File: src/rtl/add_pipe_hs.sv
// Handshaked W-bit adder/subtractor with a STAGES-deep elastic pipeline.
// Supports wrapping and saturating add/sub, an overflow flag, a transaction counter and a sticky done flag.
module add_pipe_hs #(
  parameter int W      = 10,
  parameter int STAGES = 2,
  parameter int CW     = 16
) (
  input  logic          clk,
  input  logic          rst,
  input  logic          in_valid,
  output logic          in_ready,
  input  logic [W-1:0]  a,
  input  logic [W-1:0]  b,
  input  logic [1:0]    op,
  output logic          out_valid,
  input  logic          out_ready,
  output logic [W-1:0]  y,
  output logic          ovf,
  output logic          busy,
  output logic          done,
  output logic [CW-1:0] count
);

  // Handshake: a transfer happens on a rising edge where valid && ready are both 1;
  // a producer holds valid and its payload until that edge, and ready never depends on valid.

  localparam int S = STAGES;

  logic [S-1:0]  vld;
  logic [S-1:0]  ovf_q;
  logic [W-1:0]  y_q [S];
  logic [S-1:0]  load;
  logic          full_from;

  logic [W:0]    sum_w;
  logic [W:0]    diff_w;
  logic [W-1:0]  res_y;
  logic          res_ovf;

  logic          fire_out;
  logic [CW-1:0] count_q;
  logic          done_q;

  // The extra top bit of the W+1-bit sum is the carry; of the difference, the borrow.
  always_comb begin
    sum_w   = {1'b0, a} + {1'b0, b};
    diff_w  = {1'b0, a} - {1'b0, b};
    res_y   = '0;
    res_ovf = 1'b0;
    case (op)
      2'b00: begin
        res_y   = sum_w[W-1:0];
        res_ovf = sum_w[W];
      end
      2'b01: begin
        res_y   = diff_w[W-1:0];
        res_ovf = diff_w[W];
      end
      2'b10: begin
        res_y   = sum_w[W] ? {W{1'b1}} : sum_w[W-1:0];
        res_ovf = sum_w[W];
      end
      default: begin
        res_y   = diff_w[W] ? {W{1'b0}} : diff_w[W-1:0];
        res_ovf = diff_w[W];
      end
    endcase
  end

  // Slot k may load unless it and every slot after it are full while the output stalls.
  always_comb begin
    full_from = 1'b1;
    load      = '0;
    for (int k = S - 1; k >= 0; k--) begin
      full_from = full_from & vld[k];
      load[k]   = !full_from || out_ready;
    end
  end

  assign in_ready  = load[0];
  assign out_valid = vld[S-1];
  assign y         = y_q[S-1];
  assign ovf       = ovf_q[S-1];
  assign busy      = |vld;
  assign fire_out  = vld[S-1] && out_ready;
  assign count     = count_q;
  assign done      = done_q;

  always_ff @(posedge clk) begin
    if (rst) begin
      vld     <= '0;
      ovf_q   <= '0;
      for (int k = 0; k < S; k++) begin
        y_q[k] <= '0;
      end
      count_q <= '0;
      done_q  <= 1'b0;
    end else begin
      if (load[0]) begin
        vld[0] <= in_valid;
        if (in_valid) begin
          y_q[0]   <= res_y;
          ovf_q[0] <= res_ovf;
        end
      end
      for (int k = 1; k < S; k++) begin
        if (load[k]) begin
          vld[k] <= vld[k-1];
          if (vld[k-1]) begin
            y_q[k]   <= y_q[k-1];
            ovf_q[k] <= ovf_q[k-1];
          end
        end
      end
      if (fire_out) begin
        count_q <= count_q + CW'(1);
        done_q  <= 1'b1;
      end
    end
  end

endmodule

File: config.mk
export PLATFORM = sky130hd
export DESIGN_NAME = add_pipe_hs
export DESIGN_NICKNAME = d
export VERILOG_FILES = /design/src/rtl/add_pipe_hs.sv
export SDC_FILE = /design/constraint.sdc
export NUM_CORES = 1
export LEC_CHECK = 0
export CAP_MARGIN = 10
export CORE_MARGIN = 2
export CORE_UTILIZATION = 30
export CTS_CLUSTER_DIAMETER = 80
export DETAILED_ROUTE_END_ITERATION = 8
export SKIP_CTS_REPAIR_TIMING = 1
export SYNTH_ARGS = -nofsm -noshare
export SYNTH_HDL_FRONTEND = slang
export SYNTH_SLANG_ARGS = --single-unit
File: constraint.sdc
create_clock -name clk -period 7.43 [get_ports clk]
set_input_delay 1.1145 -clock clk [delete_from_list [all_inputs] [get_ports clk]]
set_output_delay 1.1145 -clock clk [all_outputs]
set_load 0.01 [all_outputs]
**After elaboration in Yosys (flattened, before gate mapping)**

Memories as Yosys holds them, arrays and structs flattened.
Cells that the tools add are included.

- Register bits: 21
- Memory bits (writable): 20
- Output and inout port bits: 31
- Memories kept: 1

Memories:

| name | depth | bits a word | rd ports | clocked after Yosys merged registers in | wr ports | line | text |
|---|---|---|---|---|---|---|---|
| y_q | 2 | 10 | 2 | 0 | 2 | 31 | `logic [W-1:0] y_q [S];` |

- Add/sub/neg operators: 3
- Eq/ne operators: 2
- Muxes and demuxes: 16
- Bitwise operators: 3
- Reduce and logical (&&, ||, !) cells: 10

Operators by type and width:

| cell | count |
|---|---|
| $mux 10 | 4 |
| $pmux 10 s3 | 1 |
| $add 16x1->16 const B | 1 |
| $add 10x10->11 | 1 |
| $mux 1 | 11 |
| $sub 10x10->11 | 1 |
| $reduce_and 2->1 | 2 |
| $reduce_or 2->1 | 2 |
| $eq 2x1->1 const B | 1 |
| $eq 2x2->1 const B | 1 |
| $logic_not 1->1 | 2 |
| $logic_not 2->1 | 1 |
| $logic_or 1x1->1 | 2 |
| $or 1x1->1 | 2 |
| $and 1x1->1 | 1 |
| $logic_and 1x1->1 | 1 |

**Logic depth before layout (Yosys ltp)**

Gate-level depths: netlist of run 1.

- Depth after elaboration: 7
- Gate-level depth with buffers: 10
- Gate-level depth less buffers: 10

**Least setup slack after synthesis of run 1**

Ideal clock, no wire load.

- Path kind: input port to flip-flop
- From: in a[0]
- To: mem y_q[0][6] (data pin)
- Library setup time: 0.263 ns
- Arrival time: 2.893 ns
- Setup slack: 4.274 ns
- Cell stages on the path: 10
- Buffers on the path: 0
- Cells stage by stage: inv_1 > ha_1 > inv_1 > fa_1 > a211oi_2 > o21bai_2 > o2111ai_2 > a21oi_1 > a221oi_1 > o21ai_2

RTL lines:

| element | line | text |
|---|---|---|
| start, declared | 12 | `input logic [W-1:0] a,` |
| end, declared | 31 |  |

**Final worst setup path of run 1**

- From: in out_ready
- To: out in_ready

- Cells in the longest elaborated chain, start to end: 1

Ends and longest elaborated chain:

| element | line | text |
|---|---|---|
| start, declared | 16 | `input logic out_ready,` |
| $logic_or 1x1->1 | 76 | `load[k] = !full_from \|\| out_ready;` |
| end, declared | 11 | `output logic in_ready,` |

Every way passes these cells.

==> results.md, run 1 <==
* DR WL met2 at 2710 microns
* DIE AREA at 10,300 sq um
* Metal3 WL at 277 microns
* Vias in the first global route at 2,133
* Starting Density at 30.9%
* Layout cells sized above 1 at 8.47%
* Clock latency on the worst-skew pair at 0.29 ns
* Fin. Hold Viols at 0
* Number of flops mapped to enable cells by yosys at 20
* Startpoint types: input port
* Fin crit period at 3.68 ns
* Core Rows at 35
* Total Routing Usage GR at 11.9%
* Critical-path maximum fanout at 4
* Drt initial violations at 98
* Switching Fraction at 26.8%
* Pint at 415 uW
* Number of synthesis warnings at 0
* Pre-CTS WS at 3.66 ns
* Max IR drop VDD at 0.0547 mV
* Worst-path clk slew at 0.08 ns
* Status: completed
* Synthesized flop and latch total at 41
* Die X at 102 microns
* Highest Signal Layer: met4
* Initial antenna violation count at 0
* Cells after Synth at 311
* Critical Setup Path Class: input port to primary output
* Leakage at 1.42 nW
* Placed wire-length estimate at 4660 microns
* GP Congestion at 0.808
* M1 wire length at 2780 microns
* CP required at 6.32 ns
* Maxcap violations at 0
* Clock tree buffer depth at 2
* Largest net degree at the start of global routing at 26
* Final ANT Viol Nets at 0
* Clk sinks at 41
* Routed WL at 5850 microns
* ANT cells at 0
* WL/cell at 12.1 microns
* Syn avg cell area at 9.18 sq um
* Unrepaired setup endpoints after global routing: no
* Register share of total power at 45.3%
* Count of cell types in the netlist at 60
* Area of the core at 9240 sq um
* Sequential cell area fraction in the yosys report at 35.7%
* Die H at 102 microns
* Clock power frac at 29.8%
* Skew final at 0.00752 ns
* Grt total ovfl at 0
* Worst relative slew slack at 46.4%
* Fin worst setup slack at 3.75 ns
* Root buf cell: clkbuf_8
* Port Buffers at 56
* Slew Limit Fails at 0
* Top post-synthesis cells by area: edfxtp_1 21%, dfxtp_1 15%, ha_1 9.2%
* Hold Crit Class: register to register
* Post-Syn Area at 2860 sq um
* First-pass GRT wire length at 10000 microns
* Vias at 2,247
* Power Total at 567 uW
* Fmax at 272 MHz
* Arrival time at the worst endpoint at 2.57 ns
* Least-Margin Pin Slew at 0.799 ns
* IO Count at 57
* Period utilization at 49.6%
* Cell mode on critical path: clkdlybuf4s50_1
* Crit path cell chain: clkdlybuf4s50_1 > and3b_1 > inv_1 > clkdlybuf4s50_1
* Drt drc at 0
* Layout net count at 402
* CTS tree: built
* CP max stage delay at 0.57 ns
* Critical Path End Type: primary output
* Top cell type by total area after synthesis: edfxtp_1
* Area grow syn2layout at 24.7%
* Final setup viols at 0
* Async SR Flop Fraction at 0%
* CP max-delay cell: clkdlybuf4s50_1
* Via-per-instance ratio at 4.65
* Setup_tns at 0 ns
* H-tree lvl count at 2
* First-pass DRT Iterations at 4
* Power share of the combinational group at 24.9%
* CTS buffer count at 5
* Syn Nets at 360
* Post-synth top flop: dfxtp_1
* Post-synth top area share at 21.0%
* Switching power at 152 uW
* Pwr/cell area at 159 nW/um^2
[cells in the final DEF, fill, tap and decap left out, types with 3 or more instances in the layout]
master,instances
nand2b_1,6
o221a_2,3
clkdlybuf4s50_1,56
a21o_1,3
mux2i_1,3
xor2_1,12
nand4_1,4
xnor2_1,5
a221oi_1,3
edfxtp_1,20
nand3_1,8
inv_1,23
and3_1,4
a21oi_1,16
dfxtp_1,21
and2_1,15
nor3_1,5
nor2_1,35
nor2b_1,4
ha_1,21
nand2_1,16
o21ai_0,11
clkbuf_8,6
or3_1,5
o21ai_2,4
[final cells by class]
class / count / area, sq um
Clock buffer: 8 / 111
Inverter: 24 / 90.1
Tap cell: 129 / 161
Sequential cell: 41 / 1020
Multi-Input combinational cell: 224 / 1610
Timing Repair Buffer: 57 / 568
Fill cell: 927 / 5680
[sequential cells by signal (all words and copies together) (netlist names)]
| signal | flops |
|---|---|
| y_q | 20 |
| ovf_q | 2 |
| count | 16 |
| done | 1 |
| vld | 2 |
[per-stage QoR]
step	instances	area, sq um	util [%]	hold slack (ns)
4_1_cts	483	3560	38.6	0.491
5_1_grt	483	3560	38.6	0.512
3_5_place_dp	475	3450	37.3	0.472
2_1_floorplan	311	2860	-	0.461
3_3_place_gp	475	3450	37.3	0.459
6_report	483	3560	38.6	0.479
[worst max-delay path: cells and delay by family]
family | cells | cell delay (ns)
and+or+nand+nor | 1 | 0.24
buffers and inverters | 3 | 1.21
[synthesized netlist by cell type (5+ instances only)]
master,instances
a21oi_1,16
and2_1,15
buf_4,11
clkbuf_1,7
dfxtp_1,21
edfxtp_1,20
ha_1,21
inv_1,23
nand2_1,16
nand2b_1,6
nand3_1,8
nor2_1,35
nor3_1,5
o21ai_0,11
or3_1,5
xnor2_1,5
xor2_1,12
[path summary, 6_finish.rpt]
check	start	to	slack, ns	cells past startpoint
hold / removal	done$_SDFFE_PP0P_	done$_SDFFE_PP0P_	0.48	2
hold reg to reg	done$_SDFFE_PP0P_	done$_SDFFE_PP0P_	0.48	2
setup reg to reg	vld[0]$_SDFFE_PP0N_	y_q[0][4]$_SDFFCE_PN0P_	5.13	5
setup / recovery	out_ready	in_ready	3.75	4
[cell families (layout without fill, tap and decap cells)]
family	Yosys count	in the layout	share of synthesized area [%]
xor+xnor	17	17	5.21
buf+inv	46	89	7.88
compound gates	69	69	19.1
fa+ha+maj	23	23	10.6
flops	41	41	35.7
simple gates	112	112	20.4
mux	3	3	1.05
[power groups by stage]
| stage | registers [mW] | clock network (mW) | logic [mW] |
|---|---|---|---|
| floorplan | 0.261 | 0 | 0.0995 |
| global placement | 0.262 | 0 | 0.140 |
| detailed placement | 0.262 | 0 | 0.141 |
| CTS | 0.257 | 0.177 | 0.141 |
| global route | 0.259 | 0.183 | 0.157 |
| finish | 0.257 | 0.169 | 0.141 |
[layer usage]
layer | global-route usage, % | up-vias
met1 | 16.0 | 1019
met3 | 2.14 | 10
met5 | 0 | -
met2 | 19.1 | 51
met4 | 4.26 | 0
li1 | - | 1167
Note: power is estimated with default switching activity, not from simulation.
==> run 2, diff against run 1 <==
==> constraint.sdc (replaced) <==
create_clock -name clk -period 3.4 [get_ports clk]
set_input_delay 0.51 -clock clk [delete_from_list [all_inputs] [get_ports clk]]
set_output_delay 0.51 -clock clk [all_outputs]
set_load 0.01 [all_outputs]
==> run 2 against run 1 <==
- core utilization decreased by 0.081 points
- combinational power increased by 120%
- sequential power increased by 120%
- worst hold slack improved by 0.0012 ns
- clock skew increased by 0.0058 ns
==> results.md, run 2 (same netlist as run 1, synthesis figures left out) <==
* Status: completed
* Bufs and invs on worst path at 2 (-1)
* Commonest non-fill, non-tap cell in the layout: clkdlybuf4s50_1
* Crit path cell chain: clkdlybuf4s50_1 > ha_1 > inv_1 > fa_1 > a211oi_2 > o21bai_2 > o2111ai_2 > a21oi_1 > a221oi_1 > o21ai_2
* Vias in the first global route at 2,148 (+0.70%)
* Final setup viols at 0 (unchanged)
* Clock power frac at 25.1% (-4.7 points)
* Core Rows at 35 (unchanged)
* Startpoint types: input port
* CTS buffer count at 5 (unchanged)
* Layout net count at 405 (+0.75%)
* Critical Setup Path Class: input port to register
* Clock latency on the worst-skew pair at 0.29 ns (about the same)
* Worst relative slew slack at 56.0% (+9.6 points)
* Fin. Hold Viols at 0 (unchanged)
* Routed WL at 5850 microns (about the same)
* Worst-path clk slew at 0.08 ns (about the same)
* Total Routing Usage GR at 11.8% (-0.15 points)
* Most frequent cells in the layout: 56 x clkdlybuf4s50_1, 35 x nor2_1, 23 x inv_1
* Via-per-instance ratio at 4.70 (+0.97%)
* Critical Path End Type: register
* Grt total ovfl at 0 (unchanged)
* CP required at 3.43 ns (-2.89 ns)
* Max reg flops at 20 (unchanged)
* Die H at 102 microns (unchanged)
* Clk sinks at 41 (unchanged)
* Clock tree buffer depth at 2 (unchanged)
* First-pass GRT wire length at 9940 microns (-0.62%)
* Placed wire-length estimate at 4840 microns (+4.0%)
* Leakage at 1.42 nW (about the same)
* Maxcap violations at 0 (unchanged)
* Setup_tns at 0 ns (unchanged)
* Power share of the combinational group at 26.8% (+1.9 points)
* Initial antenna violation count at 0 (unchanged)
* Max IR drop VDD at 0.104 mV (+90%)
* Core Util, Final at 38.5% (-0.081 points)
* Hold path startpoint: done$_SDFFE_PP0P_
* Largest net degree at the start of global routing at 18 (-31%)
* Pint at 844 uW (+100%)
* Unrepaired setup endpoints after global routing: no
* Layout cells sized above 1 at 8.96% (+0.49 points)
* Area grow syn2layout at 24.4%
* Fmax at 339 MHz
* Starting Density at 30.9% (unchanged)
* Crit-path leading delay family: compound AO/OA/AOI/OAI gates
* Least-Margin Pin Slew at 0.654 ns (-0.145 ns)
* Hold Crit Class: register to register
* CTS tree: built
* M2 GR Usage at 19.2% (+0.051 points)
* Register with the most flip-flops: y_q
* Period utilization at 86.7%
* DIE AREA at 10,300 sq um (unchanged)
* Critical-path maximum fanout at 5 (+1)
* Drt drc at 0 (unchanged)
* Die X at 102 microns (unchanged)
* Register share of total power at 48.2% (+2.9 points)
* Skew final at 0.0133 ns (+0.00579 ns)
* ANT cells at 0 (unchanged)
* IO Count at 57 (unchanged)
* Arrival time at the worst endpoint at 2.98 ns (+0.41 ns)
* Filler Cell Count at 945 (+1.9%)
* H-tree lvl count at 2 (unchanged)
* Area of the core at 9240 sq um (unchanged)
* Vias at 2,283 (+1.6%)
* Final ANT Viol Nets at 0 (unchanged)
* Switching Fraction at 27.5% (+0.72 points)
* CP max-delay cell: clkdlybuf4s50_1
* Slew Limit Fails at 0 (unchanged)
* First-pass DRT Iterations at 4 (unchanged)
* Reg2Reg Launch Point: vld[0]$_SDFFE_PP0N_
* Drt initial violations at 97 (-1.0%)
* GR Layer Usage met1 at 15.5% (-0.47 points)
* Layer with the highest usage: met2
* Port Buffers at 56 (unchanged)
* Pwr/cell area at 328 nW/um^2 (+110%)
* GR Util met3 at 2.42% (+0.28 points)
* Root buf cell: clkbuf_8
* WL/cell at 12.0 microns (-0.57%)
* Switching power at 321 uW (+110%)
* CP max stage delay at 0.49 ns (-0.08 ns)
* Crit path from: b[0]
* GP Congestion at 0.800 (-0.93%)
* Fin crit period at 2.95 ns
[run 2: worst register-to-register path: cells and delay by family (launching register included)]
family | cells | cell delay (ns)
compound gates | 3 | 0.70
simple gates | 3 | 0.75
flops | 1 | 0.34
[run 2: metal layers]
metal	wire length (microns)	part of all wire (%)
met5	0	0
met4	82	1.4
met3	320	5.5
met2	2770	47
met1	2680	46
[run 2: power groups by stage]
stage                     logic (mW)  registers, mW  clock network, mW
after floorplan                0.217          0.571                  0
after global placement         0.310          0.572                  0
after detailed placement       0.312          0.572                  0
after CTS                      0.314          0.561              0.306
after global routing           0.348          0.565              0.328
final                          0.312          0.561              0.292
[run 2: worst paths after layout]
| check | cells after the start | endpoint | slack, ns |
|---|---|---|---|
| worst min register to register | 2 | done$_SDFFE_PP0P_ | 0.48 |
| worst max-delay path | 10 | y_q[0][6]$_SDFFCE_PN0P_ | 0.45 |
| worst min-delay path | 2 | done$_SDFFE_PP0P_ | 0.48 |
| worst max register to register | 6 | y_q[0][5]$_SDFFCE_PN0P_ | 1.47 |
[run 2: area by class of cell]
cell class                      count  area (sq um)  area share (%)
Clock buffer                        7          76.3            2.15
Tap cell                          129           161            4.54
Timing Repair Buffer               60           591            16.6
Clock inverter                      1          5.00           0.141
Sequential cell                    41          1020            28.7
Inverter                           24          90.1            2.53
Multi-Input combinational cell    224          1610            45.3
[run 2: metrics by stage]
step	hold WS (ns)	cell area, sq um	total power [mW]	cells	worst slack [ns]
5_1_grt	0.514	3550	1.24	486	0.278
4_1_cts	0.494	3550	1.18	486	0.452
3_3_place_gp	0.458	3470	0.882	478	0.270
3_5_place_dp	0.475	3470	0.884	478	0.154
6_report	0.480	3550	1.16	486	0.452
2_1_floorplan	0.461	2860	0.789	311	0.849
